$ cat config.mk
export PLATFORM = sky130hd
export DESIGN_NAME = axi_frame_pattern_writer
export DESIGN_NICKNAME = d
export VERILOG_FILES = /design/src/rtl/afpw_pkg.sv /design/src/rtl/afpw_pixel_gen.sv /design/src/rtl/axi_frame_pattern_writer.sv
export SDC_FILE = /design/constraint.sdc
export NUM_CORES = 1
export LEC_CHECK = 0
export CAP_MARGIN = 0
export CORE_ASPECT_RATIO = 0.8
export CORE_UTILIZATION = 62
export DETAILED_ROUTE_END_ITERATION = 7
export PLACE_DENSITY = 0.87
export SLEW_MARGIN = 20
export SYNTH_ARGS = -nofsm -noshare
export SYNTH_HDL_FRONTEND = slang
export SYNTH_SLANG_ARGS = --single-unit
$ cat constraint.sdc
create_clock -name aclk -period 16.2 [get_ports aclk]
set_clock_uncertainty 0.2 [all_clocks]
set_input_delay 4.05 -clock aclk [delete_from_list [all_inputs] [get_ports aclk]]
set_output_delay 4.05 -clock aclk [all_outputs]
set_load 0.02 [all_outputs]
$ cat src/rtl/afpw_pkg.sv
// Shared types and constants for the AXI frame pattern writer.
package afpw_pkg;

    typedef enum logic [2:0] {
        StIdle,
        StAddr,
        StData,
        StResp,
        StFdone
    } afpw_state_e;

    localparam logic [1:0] PAT_SOLID = 2'd0;
    localparam logic [1:0] PAT_BARS  = 2'd1;
    localparam logic [1:0] PAT_GRAD  = 2'd2;
    localparam logic [1:0] PAT_CHK   = 2'd3;

    localparam logic [1:0] BURST_INCR = 2'b01;
    localparam logic [1:0] RESP_OKAY  = 2'b00;

    // Framebuffer pixel layout is {A,R,B,G}.
    function automatic logic [31:0] pix_word(logic [7:0] r, logic [7:0] g, logic [7:0] b);
        return {8'hFF, r, b, g};
    endfunction

endpackage

$ cat src/rtl/afpw_pixel_gen.sv
// Pattern generator: tracks x/y/bar position and registers one AXI beat of pixels,
// prepared ahead so the next beat is ready on the cycle after a handshake.
module afpw_pixel_gen
    import afpw_pkg::*;
#(
    parameter int unsigned DATA_W    = 64,
    parameter int unsigned PIX_BYTES = 4,
    parameter int unsigned FRAME_W   = 1920,
    parameter int unsigned CHK_SHIFT = 5
) (
    input  logic              aclk,
    input  logic              aresetn,
    input  logic              start_i,
    input  logic              advance_i,
    input  logic [1:0]        mode_i,
    input  logic [23:0]       rgb_i,
    output logic [DATA_W-1:0] data_o
);

    localparam int unsigned PIX_W = 8 * PIX_BYTES;
    localparam int unsigned PPB   = DATA_W / PIX_W;
    localparam int unsigned CW    = 16;
    localparam logic [CW-1:0] BAR_PIX  = CW'(FRAME_W / 8);
    localparam logic [CW-1:0] LINE_PIX = CW'(FRAME_W);

    logic [CW-1:0]     x_q, y_q, nb_q;
    logic [2:0]        bar_q;
    logic [1:0]        mode_q;
    logic [23:0]       rgb_q;
    logic [DATA_W-1:0] data_q;

    logic [CW-1:0]     x_d, y_d, nb_d;
    logic [2:0]        bar_d;
    logic [DATA_W-1:0] data_d;
    logic [1:0]        mode_c;
    logic [23:0]       rgb_c;
    logic [CW-1:0]     px, bnd;
    logic [2:0]        bar_c;
    logic [7:0]        r, g, bl;

    always_comb begin
        mode_c = start_i ? mode_i : mode_q;
        rgb_c  = start_i ? rgb_i : rgb_q;

        // Bar tracking: nb is the first column of the next bar, so no divider is needed.
        x_d   = x_q + CW'(PPB);
        y_d   = y_q;
        bar_d = bar_q;
        nb_d  = nb_q;
        for (int unsigned i = 1; i <= PPB; i++) begin
            if (x_q + CW'(i) >= nb_d) begin
                bar_d = bar_d + 3'd1;
                nb_d  = nb_d + BAR_PIX;
            end
        end
        if (x_d == LINE_PIX) begin
            x_d   = '0;
            y_d   = y_q + CW'(1);
            bar_d = '0;
            nb_d  = BAR_PIX;
        end
        if (start_i) begin
            x_d   = '0;
            y_d   = '0;
            bar_d = '0;
            nb_d  = BAR_PIX;
        end

        bar_c  = bar_d;
        bnd    = nb_d;
        px     = '0;
        r      = '0;
        g      = '0;
        bl     = '0;
        data_d = '0;
        for (int unsigned i = 0; i < PPB; i++) begin
            px = x_d + CW'(i);
            if (px >= bnd) begin
                bar_c = bar_c + 3'd1;
                bnd   = bnd + BAR_PIX;
            end
            unique case (mode_c)
                PAT_SOLID: {r, g, bl} = rgb_c;
                PAT_BARS:  {r, g, bl} = {{8{bar_c[2]}}, {8{bar_c[1]}}, {8{bar_c[0]}}};
                PAT_GRAD:  {r, g, bl} = {px[7:0], y_d[7:0], 8'h80};
                PAT_CHK:   {r, g, bl} = (px[CHK_SHIFT] ^ y_d[CHK_SHIFT]) ? ~rgb_c : rgb_c;
                default:   {r, g, bl} = rgb_c;
            endcase
            data_d[i*PIX_W +: PIX_W] = PIX_W'(pix_word(r, g, bl));
        end
    end

    always_ff @(posedge aclk or negedge aresetn) begin
        if (!aresetn) begin
            x_q    <= '0;
            y_q    <= '0;
            nb_q   <= BAR_PIX;
            bar_q  <= '0;
            mode_q <= PAT_SOLID;
            rgb_q  <= '0;
            data_q <= '0;
        end else if (start_i || advance_i) begin
            x_q    <= x_d;
            y_q    <= y_d;
            nb_q   <= nb_d;
            bar_q  <= bar_d;
            data_q <= data_d;
            if (start_i) begin
                mode_q <= mode_i;
                rgb_q  <= rgb_i;
            end
        end
    end

    assign data_o = data_q;

endmodule

$ cat src/rtl/axi_frame_pattern_writer.sv
// AXI3 write master filling a framebuffer with a test pattern in fixed INCR bursts,
// one burst outstanding at a time.
module axi_frame_pattern_writer
    import afpw_pkg::*;
#(
    parameter int unsigned        ADDR_W     = 32,
    parameter int unsigned        DATA_W     = 64,
    parameter int unsigned        PIX_BYTES  = 4,
    parameter int unsigned        FRAME_W    = 1920,
    parameter int unsigned        FRAME_H    = 1080,
    parameter int unsigned        BURST_LEN  = 16,
    parameter logic [ADDR_W-1:0]  ADDR_START = 32'h1000_0000,
    parameter int unsigned        CHK_SHIFT  = 5
) (
    input  logic                aclk,
    input  logic                aresetn,
    input  logic                enable,
    input  logic [1:0]          pattern_mode,
    input  logic [23:0]         solid_rgb,
    input  logic                err_clr,
    output logic [ADDR_W-1:0]   m_axi_awaddr,
    output logic [3:0]          m_axi_awlen,
    output logic [2:0]          m_axi_awsize,
    output logic [1:0]          m_axi_awburst,
    output logic                m_axi_awvalid,
    input  logic                m_axi_awready,
    output logic [DATA_W-1:0]   m_axi_wdata,
    output logic [DATA_W/8-1:0] m_axi_wstrb,
    output logic                m_axi_wlast,
    output logic                m_axi_wvalid,
    input  logic                m_axi_wready,
    input  logic [1:0]          m_axi_bresp,
    input  logic                m_axi_bvalid,
    output logic                m_axi_bready,
    output logic                frame_done,
    output logic                err_sticky,
    output logic [15:0]         frame_count
);

    localparam int unsigned PIX_PER_BEAT = DATA_W / (8 * PIX_BYTES);
    localparam int unsigned BURST_BYTES  = BURST_LEN * DATA_W / 8;
    localparam int unsigned FRAME_BYTES  = FRAME_W * FRAME_H * PIX_BYTES;
    localparam logic [ADDR_W-1:0] ADDR_END  = ADDR_START + ADDR_W'(FRAME_BYTES);
    localparam logic [3:0]        LAST_BEAT = 4'(BURST_LEN - 1);

    if (FRAME_BYTES % BURST_BYTES != 0) begin : g_chk_frame
        $error("FRAME_BYTES must be a multiple of BURST_BYTES");
    end
    if (4096 % BURST_BYTES != 0) begin : g_chk_4k
        $error("BURST_BYTES must divide 4096");
    end
    if (BURST_LEN < 1 || BURST_LEN > 16) begin : g_chk_len
        $error("BURST_LEN must be 1..16");
    end
    if (PIX_PER_BEAT == 0 || FRAME_W % PIX_PER_BEAT != 0 || FRAME_W % 8 != 0) begin : g_chk_w
        $error("FRAME_W must be a multiple of PIX_PER_BEAT and of 8");
    end

    afpw_state_e       state_q;
    logic [ADDR_W-1:0] addr_q, awaddr_q, next_addr;
    logic [3:0]        beat_q;
    logic              awvalid_q, wvalid_q, wlast_q, bready_q, frame_done_q, err_q;
    logic [15:0]       frame_count_q;
    logic              start, advance;

    assign next_addr = addr_q + ADDR_W'(BURST_BYTES);
    assign start     = (state_q == StIdle) && enable;
    assign advance   = wvalid_q && m_axi_wready;

    always_ff @(posedge aclk or negedge aresetn) begin
        if (!aresetn) begin
            state_q       <= StIdle;
            addr_q        <= '0;
            awaddr_q      <= '0;
            beat_q        <= '0;
            awvalid_q     <= 1'b0;
            wvalid_q      <= 1'b0;
            wlast_q       <= 1'b0;
            bready_q      <= 1'b0;
            frame_done_q  <= 1'b0;
            err_q         <= 1'b0;
            frame_count_q <= '0;
        end else begin
            unique case (state_q)
                StIdle: begin
                    if (enable) begin
                        addr_q    <= ADDR_START;
                        awaddr_q  <= ADDR_START;
                        awvalid_q <= 1'b1;
                        state_q   <= StAddr;
                    end
                end
                StAddr: begin
                    if (m_axi_awready) begin
                        awvalid_q <= 1'b0;
                        wvalid_q  <= 1'b1;
                        beat_q    <= '0;
                        wlast_q   <= (BURST_LEN == 1);
                        state_q   <= StData;
                    end
                end
                StData: begin
                    if (m_axi_wready) begin
                        beat_q <= beat_q + 4'd1;
                        if (wlast_q) begin
                            wvalid_q <= 1'b0;
                            wlast_q  <= 1'b0;
                            bready_q <= 1'b1;
                            state_q  <= StResp;
                        end else begin
                            wlast_q <= (beat_q + 4'd1 == LAST_BEAT);
                        end
                    end
                end
                StResp: begin
                    if (m_axi_bvalid) begin
                        bready_q <= 1'b0;
                        addr_q   <= next_addr;
                        if (next_addr == ADDR_END) begin
                            frame_done_q <= 1'b1;
                            state_q      <= StFdone;
                        end else begin
                            awaddr_q  <= next_addr;
                            awvalid_q <= 1'b1;
                            state_q   <= StAddr;
                        end
                    end
                end
                StFdone: begin
                    frame_done_q  <= 1'b0;
                    frame_count_q <= frame_count_q + 16'd1;
                    state_q       <= StIdle;
                end
                default: state_q <= StIdle;
            endcase

            // A new error wins over a simultaneous clear.
            if (bready_q && m_axi_bvalid && m_axi_bresp != RESP_OKAY) begin
                err_q <= 1'b1;
            end else if (err_clr) begin
                err_q <= 1'b0;
            end
        end
    end

    afpw_pixel_gen #(
        .DATA_W   (DATA_W),
        .PIX_BYTES(PIX_BYTES),
        .FRAME_W  (FRAME_W),
        .CHK_SHIFT(CHK_SHIFT)
    ) u_pixel_gen (
        .aclk     (aclk),
        .aresetn  (aresetn),
        .start_i  (start),
        .advance_i(advance),
        .mode_i   (pattern_mode),
        .rgb_i    (solid_rgb),
        .data_o   (m_axi_wdata)
    );

    assign m_axi_awaddr  = awaddr_q;
    assign m_axi_awlen   = LAST_BEAT;
    assign m_axi_awsize  = 3'($clog2(DATA_W / 8));
    assign m_axi_awburst = BURST_INCR;
    assign m_axi_awvalid = awvalid_q;
    assign m_axi_wstrb   = '1;
    assign m_axi_wlast   = wlast_q;
    assign m_axi_wvalid  = wvalid_q;
    assign m_axi_bready  = bready_q;
    assign frame_done    = frame_done_q;
    assign err_sticky    = err_q;
    assign frame_count   = frame_count_q;

endmodule

# Yosys cells after proc, flatten, opt, wreduce, memory -nomap -nowiden
# Index checks and enable logic that the tools add are counted.
[classes]
n_addsub = 14
order_cmp = 4
eq_ne = 17
mux = 62
n_bitwise = 3
reduce_logical = 24
[ops]
columns = ["cell", "count"]
rows = [
  ["case mux 8 bit (4 select lines)", 6],
  ["two-way mux 16 bit", 9],
  ["two-way mux 32 bit", 4],
  ["case mux 32 bit (2 select lines)", 2],
  ["two-way mux 24 bit", 3],
  ["adder 16 x 1 -> 16 bit (second input constant)", 4],
  ["greater-or-equal comparator 16 bit", 4],
  ["adder 16 x 8 -> 16 bit (second input constant)", 3],
  ["two-way mux 3 bit", 12],
  ["adder 32 x 8 -> 32 bit (second input constant)", 1],
  ["equality test 32 x 29 -> 1 bit (second input constant)", 1],
  ["inverter 24 bit", 1],
  ["adder 16 x 2 -> 16 bit (second input constant)", 1],
  ["equality test 16 x 11 -> 1 bit (second input constant)", 1],
  ["two-way mux 1 bit", 16],
  ["!= test 2 bit (second input constant)", 7],
  ["nonzero test 2 bit", 7],
  ["adder 3 x 1 -> 3 bit (second input constant)", 4],
  ["case mux 3 bit (4 select lines)", 1],
  ["AND reduction 4 bit", 3],
  ["AND reduction 5 bit", 2],
  ["AND reduction 3 bit", 3],
  ["two-way mux 4 bit", 2],
  ["case mux 1 bit (2 select lines)", 4],
  ["17 further kinds", 23],
]
[word_totals]
regBits = 227
inputBits = 35
out_inout_bits = 135
elab_cells = 143

# Longest topological paths before layout
# Gate-level depths: netlist of run 1.
[depth]
word_depth = 12
ltp_mapped = 48
depth_no_buf = 46

# Modules after synthesis
# From an unflattened synthesis of run 1, not the netlist that was laid out.
[unflattened]
hier_cells = 1665
hier_area_um2 = 14666.6
[modules_own_cells]
columns = ["module", "n_inst", "cells_per_inst", "area_per_inst_um2", "seq_area_each_um2"]
rows = [
  ["afpw_pixel_gen", 1, 1176, 9746.8, 2957.8],
  ["axi_frame_pattern_writer", 1, 489, 4919.7, 2327.2],
]

# Worst setup path before layout of run 1
# Ideal clock, no wire load.
[synth_path]
path_kind = "register to register"
start = "register u_pixel_gen.x_q[1]"
end = "register u_pixel_gen.data_q[49] (netlist: u_pixel_gen.data_o[49])"
setup_time_ns = 0.145
arrival_time_ns = 9.197
required_ns = 15.855
path_slack_ns = 6.658
stages_incl_launch_ff = 48
n_path_buf = 4
period_less_slack_ns = 9.542
path_cell_list = "dfrtp_1 ha_1 buf_2 inv_1 nor3_1 nand2_1 nor2_1 xnor2_1 a21oi_1 ha_1 nand4_1 nor2_1 o2111ai_1 o21ai_0 clkbuf_1 clkbuf_1 o21ai_0 ha_1 [... 12 more ...] nor2_1 o211ai_1 a21oi_1 o21ai_0 nor4_1 nand3_1 nor3_1 xor2_1 ha_1 nand4_1 or3_1 a21oi_1 a2111oi_0 o21a_1 nand2b_1 xnor3_1 nand3_1 o311ai_1"
[synth_between]
elab_chain_len = 12
elab_cells_between_ends = 31
cone_classes = "add/sub (8); order compare (4); eq/ne (1); mux (17); bitwise (1)"
[synth_lines]
columns = ["element", "line", "text"]
rows = [
  ["start, declared", "afpw_pixel_gen.sv:26", "logic [CW-1:0] x_q, y_q, nb_q;"],
  ["start signal, assigned", "afpw_pixel_gen.sv:95", "x_q <= '0;"],
  ["start signal, assigned", "afpw_pixel_gen.sv:103", "x_q <= x_d;"],
  ["adder 16 x 1 -> 16 bit", "afpw_pixel_gen.sv:51", "if (x_q + CW'(i) >= nb_d) begin"],
  ["greater-or-equal comparator 16 bit", "afpw_pixel_gen.sv:51", ""],
  ["two-way mux 16 bit / two-way mux 3 bit (equally long branches)", "afpw_pixel_gen.sv:51", ""],
  ["adder 16 x 8 -> 16 bit (tied with other cells)", "afpw_pixel_gen.sv:53", "nb_d = nb_d + BAR_PIX;"],
  ["two-way mux 16 bit / two-way mux 3 bit (equally long branches)", "afpw_pixel_gen.sv:51", ""],
  ["two-way mux 16 bit / two-way mux 3 bit (equally long branches)", "afpw_pixel_gen.sv:56", "if (x_d == LINE_PIX) begin"],
  ["two-way mux 16 bit / two-way mux 3 bit (equally long branches)", "afpw_pixel_gen.sv:62", "if (start_i) begin"],
  ["adder 16 x 8 -> 16 bit (tied with other cells)", "afpw_pixel_gen.sv:80", "bnd = bnd + BAR_PIX;"],
  ["two-way mux 16 bit / two-way mux 3 bit (equally long branches)", "afpw_pixel_gen.sv:78", "if (px >= bnd) begin"],
  ["greater-or-equal comparator 16 bit / adder 3 x 1 -> 3 bit (equally long branches)", "afpw_pixel_gen.sv:78, afpw_pixel_gen.sv:79", ""],
  ["two-way mux 3 bit", "afpw_pixel_gen.sv:78", ""],
  ["case mux 8 bit (4 select lines) *", "afpw_pixel_gen.sv:82", "unique case (mode_c)"],
  ["end signal, assigned", "afpw_pixel_gen.sv:107", "data_q <= data_d;"],
  ["end, declared", "afpw_pixel_gen.sv:30", "logic [DATA_W-1:0] data_q;"],
]
# Mark *: on every way between the ends. The rest lies on a longest branch, timed or not. The select of a mux whose other input is x is not followed.
# A chain may end at the register's enable or synchronous reset.

# Worst setup path after layout of run 1
[layout_path]
start = "register u_pixel_gen.x_q[1]"
end = "register u_pixel_gen.data_q[43] (netlist: u_pixel_gen.data_o[43])"
# The elaborated chain is that of the path after synthesis.

==> results of run 1 <==
[routing by layer]
layer	vias to the layer above	GRT usage, %	wire length, µm	share of wire, %
met5	-	0	0	0
met4	0	11.9	1370	3.4
met3	120	8.13	4340	11
met2	733	53.6	18000	44
met1	6142	47.5	16700	41
li1	5843	-	-	-
[through the flow]
stage | setup slack [ns] | total power, µW
after floorplan | 6.66 | 1740
after global placement | 5.46 | 2140
after detailed placement | 4.92 | 2180
after CTS | 4.86 | 2730
after global routing | 3.79 | 2910
final | 4.53 | 2760
[how the worst max path moves through the flow]
stage | start | to | slack (ns)
after global routing | u_pixel_gen.x_q[1] | u_pixel_gen.data_o[43] | 3.79
after floorplan | u_pixel_gen.x_q[1] | u_pixel_gen.data_o[49] | 6.66
after global placement | u_pixel_gen.x_q[1] | u_pixel_gen.data_o[41] | 5.46
after detailed placement | u_pixel_gen.x_q[1] | u_pixel_gen.data_o[45] | 4.92
final | u_pixel_gen.x_q[1] | u_pixel_gen.data_o[43] | 4.53
after CTS | u_pixel_gen.x_q[1] | u_pixel_gen.data_o[42] | 4.86
[area by class of cell]
cell class | instances | area, µm² | area share (%)
Clock buffer | 30 | 631 | 3.88
Clock inverter | 9 | 116 | 0.716
Inverter | 54 | 203 | 1.25
Multi-Input combinational cell | 1264 | 8010 | 49.2
Sequential cell | 211 | 5290 | 32.5
Tap cell | 300 | 375 | 2.31
Timing Repair Buffer | 168 | 1650 | 10.1
[flip-flops by register name (all words and copies together) (netlist names), 2 cells and up]
name and flops:
addr_q 32, beat_q 4, frame_count 16, m_axi_awaddr 32, state_q 3, u_pixel_gen.bar_q 3, u_pixel_gen.data_o 49, u_pixel_gen.mode_q 2
u_pixel_gen.nb_q 16, u_pixel_gen.rgb_q 24, u_pixel_gen.x_q 16, u_pixel_gen.y_q 8
[cell families after synthesis]
logic type,Yosys count,synth area share [%]
adders and majority gates,78,6.94
and+or+nand+nor,616,20.5
muxes,30,2.18
other,2,0.0534
xor gates and xnor gates,172,10.9
AOI/OAI and AO/OA,351,15.9
buffers and inverters,184,6.00
DFF,211,37.6
[Yosys cell counts, drive strengths merged (3+ instances only)]
cell     instances  share of area [%]
and3            25                1.1
a31oi           10               0.44
or4              5               0.27
a21o            13               0.69
and2            24                1.1
o221ai           5               0.31
nand3b           4               0.21
dfrtp          207                 37
buf             52                2.5
ha              78                6.9
xnor2          115                7.2
o22ai           18               0.80
nor2           143                3.8
nor3            35                1.3
o22a             5               0.31
o211ai          10               0.53
o221a            4               0.32
nor4b            3               0.19
or2              5               0.22
o41ai            3               0.19
nor2b           13               0.58
mux2             5               0.40
nand3           68                2.4
o21ai          116                4.2
or3             12               0.53
nand2          221                5.9
a2111oi          4               0.38
nand2b           9               0.40
o31ai           30                1.6
a21oi           81                2.9
clkbuf          78                2.1
inv             54                1.4
and4             4               0.25
xor2            56                3.5
a211oi           4               0.30
o32a             8               0.57
mux2i           25                1.8
nor4            14               0.67
o2111ai          4               0.25
o21a            10               0.53
a22oi            9               0.48
dfstp            4               0.75
nand4           23                1.0
[power by group through the flow]
stage / Sequential, µW / Clock (µW) / Combinational, µW
2_1_floorplan: 809 / 0 / 928
3_3_place_gp: 759 / 0 / 1380
3_5_place_dp: 765 / 0 / 1420
4_1_cts: 758 / 531 / 1440
5_1_grt: 773 / 546 / 1590
6_report: 763 / 528 / 1460
==> out/summary.txt, run 1 <==
proportion of power drawn by flip-flops and latches: 27.7%
Max-slew headroom: 25.2%
worst path required time: 16.35 ns
post-layout util: 74.2%
grt total ovfl: 0
initial antenna violation count: 0
Fmax achieved: 85.7 MHz
critical path depth: 44
Slew @ Worst Pin: 1.11 ns
nets: 1,834
Reg2Reg Depth: 44
Synth-to-Final Area Change: 15.7%
R2R Setup Slk: 4.53 ns
placed instance area: 15,500 µm²
Die Height: 137 µm
crit path DAT: 11.82 ns
Critical R2R Launch: u_pixel_gen.x_q[1]
Core Footprint: 21,900 µm²
vias in the first global route: 12.1k
DR iter-0 viols: 1,362
CTS tree: built
Hold Path Origin: frame_count[15]
die extent in x: 170 µm
layout cell share with drive strength beyond 1: 4.72%
GP Congestion: 0.991
crit path time final: 11.67 ns
Tcrit/Tclk final: 72.0%
Remaining DRCs: 0
most frequent cells in the layout: nand2_1 (220), dfrtp_1 (207), clkdlybuf4s50_1 (151)
pins over their slew limit: 0
asr flop ratio synth: 100%
clock power share: 19.2%
Final TNS setup: 0 ns
HPWL Detailed: 28,300 µm
Die ar.: 23,300 µm²
htree depth: 1
Crit path largest cell delay: 0.75 ns
Net Sw Frac: 44.9%
Via Count: 12.8k
Critical-path top delay cell: a211oi_4
Syn Std Cell Area: 14,100 µm²
Antenna Violating Nets Remaining: 0
final hold violations: 0
post-CTS sizing: 0
Filler cells: 1,546
I/O pins: 170
max-cap violations: 0
GR Util All Layers: 34.6%
DR pass1 iterations: 5
ant diodes: 0
clk buf depth: 3
Num CTS Buffers: 22
Int Pwr: 1520 µW
Mapped Cells: 1,644
Final Cell Area: 16,300 µm²
Finished Layout Cells: 2,036
Yosys reg bits: 211
status: finished, final reports clean
Leak Pwr: 0.00711 µW
Std-Cell Rows: 48
commonest non-fill, non-tap cell in the layout: nand2_1
WS Path Type: flip-flop to flip-flop
WP buf/inv: 1
PD cells: 169 nW/µm²
RR Endpoint: u_pixel_gen.data_o[43]
RSZ-0062 raised after global routing: false
WHS Path Cells: 1
routed wire length: 40,400 µm
Placed Cells: 1,997
Synth warnings: 0
DR vias/cell: 6.31
Max rail drop VDD: 0.000125 V
clock sinks: 211
Hold WC Path Type: flip-flop to flip-flop
per-cell routed wire length: 19.8 µm
post-CTS setup buffers: 0
largest net degree at the start of global routing: 89
hold endpoint: frame_count[15]
number of library cell types mapped by synthesis: 78
Critical Path Source Type: flip-flop
port buffer count: 152
hold slack: 0.271 ns
Worst Path Max Fanout: 19
Top Family by Delay on Critical Path: simple AND/OR/NAND/NOR gates
first-pass GRT wire length: 63,500 µm
register area share after synthesis: 37.6%
Starting Density: 64.1%
sw power: 1240 µW
clk slew on worst S/H paths: 0.06 ns
clock root buffer: clkbuf_16
endpoint class of the critical path: flip-flop
Mapped Avg Cell Area: 8.55 µm²
Clk Latency, worst-skew pair: 0.52 ns
setup violators final: 0
EDFF count, synth: 0
Logic pwr share: 53.2%
Most used DFF post-synth: dfrtp_1
# hold bufs at CTS: 0
Note: power is estimated with default switching activity, not from simulation.
==> run 2, diff against run 1 <==
Settings changed: CORE_UTILIZATION 62 to 57, PLACE_DENSITY 0.87 to 0.81.
Clock period 16.2 ns to 11 ns, I/O delays scaled along.
==> run 2 against run 1 <==
  * Sequential share of layout area fell by 0.39 points
  * Die area rose by 8.7%
  * Non-clock buffer count rose by 15
  * Final cell count rose by 1.6%
  * Global-route usage fell by 3.4 points
  * Register-to-register slack got worse by 3.6 ns
  * Design area rose by 1.3%
  * Clock power rose by 51%
  * Critical path depth did not move
==> out/summary.txt, run 2 (synthesized netlist as in run 1, its figures left out) <==
routed wire length: 39,500 µm
Die Height: 142 µm
port buffer count: 152
Antenna Violating Nets Remaining: 0
clk slew on worst S/H paths: 0.06 ns
met3 WL: 3860 µm
vias in the first global route: 12.0k
Crit path largest cell delay: 0.47 ns
Clk Latency, worst-skew pair: 0.53 ns
Critical-path top delay cell: dfrtp_2
grt total ovfl: 0
Die ar.: 25,300 µm²
clk buf depth: 3
Int Pwr: 2270 µW
metal1 wirelength: 17,800 µm
max-cap violations: 0
Fmax achieved: 99.5 MHz
Starting Density: 58.0%
Worst Path Max Fanout: 11
Num CTS Buffers: 23
pins over their slew limit: 0
nets: 1,850
HPWL Detailed: 27,800 µm
Tcrit/Tclk final: 91.4%
Slew @ Worst Pin: 0.990 ns
clock sinks: 211
setup violators final: 0
I/O pins: 170
Logic pwr share: 53.3%
layout cell share with drive strength beyond 1: 6.23%
per-cell routed wire length: 19.1 µm
proportion of power drawn by flip-flops and latches: 27.3%
RR Endpoint: u_pixel_gen.data_o[49]
PD cells: 249 nW/µm²
WL met2: 17,100 µm
Leak Pwr: 0.00721 µW
htree depth: 1
clock root buffer: clkbuf_16
worst path required time: 11.18 ns
WP buf/inv: 3
RSZ-0062 raised after global routing: false
Std-Cell Rows: 51
placed instance area: 15,600 µm²
final hold violations: 0
Setup crit end: u_pixel_gen.data_o[49]
Reg2Reg Depth: 44
CTS tree: built
max layer used: met4
CP most frequent cell: ha_1
ant diodes: 0
Net Sw Frac: 44.6%
max reg flops: 49
Top Family by Delay on Critical Path: simple AND/OR/NAND/NOR gates
Critical R2R Launch: u_pixel_gen.x_q[1]
Final Cell Area: 16,500 µm²
crit path DAT: 10.23 ns
Via Count: 12.7k
Hold WC Path Type: flip-flop to flip-flop
sw power: 1830 µW
Max-slew headroom: 33.8%
critical path depth: 44
Synth-to-Final Area Change: 17.2%
largest net degree at the start of global routing: 92
crit path time final: 10.05 ns
Setup crit start: u_pixel_gen.x_q[1]
initial antenna violation count: 0
die extent in x: 178 µm
DR pass1 iterations: 7
GR Util All Layers: 31.2%
Remaining DRCs: 0
most frequent cells in the layout: nand2_1 (220), dfrtp_1 (203), clkdlybuf4s50_1 (151)
clock power share: 19.4%
endpoint class of the critical path: flip-flop
status: finished, final reports clean
Max rail drop VDD: 0.000208 V
WS Path Type: flip-flop to flip-flop
R2R Setup Slk: 0.95 ns
DR iter-0 viols: 1,316
hold slack: 0.276 ns
Critical Path Source Type: flip-flop
total power: 4100 µW
first-pass GRT wire length: 62,900 µm
post-layout util: 68.0%
Final TNS setup: 0 ns
DR vias/cell: 6.12
GP Congestion: 0.933
commonest non-fill, non-tap cell in the layout: nand2_1
Core Footprint: 24,200 µm²
==> run 2: worst min-delay path, stage by stage, from the launching register on <==
cell and delay, ns:
dfrtp_1 0.34, nand2_1 0.05, o31ai_1 0.06
==> run 2: timing repair <==
action / in CTS / in global routing
gates resized for setup: 0 / 15
setup buffers: 0 / 3
setup endpoints to repair: 0 / 24
endpoints found under the hold margin: 0 / 0
hold buffers: 0 / 0
==> run 2: per-stage QoR <==
step,cells,setup WS (ns)
after global placement,2027,0.574
after detailed placement,2027,0.252
after global routing,2068,0.0197
final,2068,0.946
after CTS,2065,0.164
after floorplan,1659,1.46
==> run 2: final cells by class <==
class | count | area, µm²
Clock buffer | 30 | 642
Clock inverter | 8 | 121
Fill cell | 1983 | 7770
Inverter | 54 | 203
Multi-Input combinational cell | 1264 | 8060
Sequential cell | 211 | 5290
Tap cell | 318 | 398
Timing Repair Buffer | 183 | 1760
==> run 2: how the worst min path moves through the flow <==
stage                               startpoint                    to  cells past startpoint
after floorplan           u_pixel_gen.bar_q[2]  u_pixel_gen.bar_q[2]                      2
after detailed placement      m_axi_awaddr[30]      m_axi_awaddr[30]                      2
after global placement        m_axi_awaddr[17]      m_axi_awaddr[17]                      2
after CTS                     m_axi_awaddr[26]      m_axi_awaddr[26]                      2
final                         m_axi_awaddr[15]      m_axi_awaddr[15]                      2
after global routing          m_axi_awaddr[20]      m_axi_awaddr[20]                      2
==> run 2: power by group through the flow <==
stage | combinational [µW] | clock (µW) | sequential [µW]
floorplan | 1370 | 0 | 1190
global placement | 2060 | 0 | 1120
detailed placement | 2110 | 0 | 1120
CTS | 2130 | 803 | 1110
global route | 2390 | 830 | 1140
finish | 2190 | 795 | 1120
==> run 2: layer usage <==
layer	track usage, %	vias to the layer above
met5	0	-
met3	6.73	78
met4	7.47	0
li1	-	5874
met1	45.8	6105
met2	46.8	594
==> run 3, diff against run 2 <==
Settings changed: ABC_CLOCK_PERIOD_IN_PS set to 11000, CAP_MARGIN 0 to not set.
==> results of run 3 <==
Final layout, timing and power as in run 2 (identical DEF).
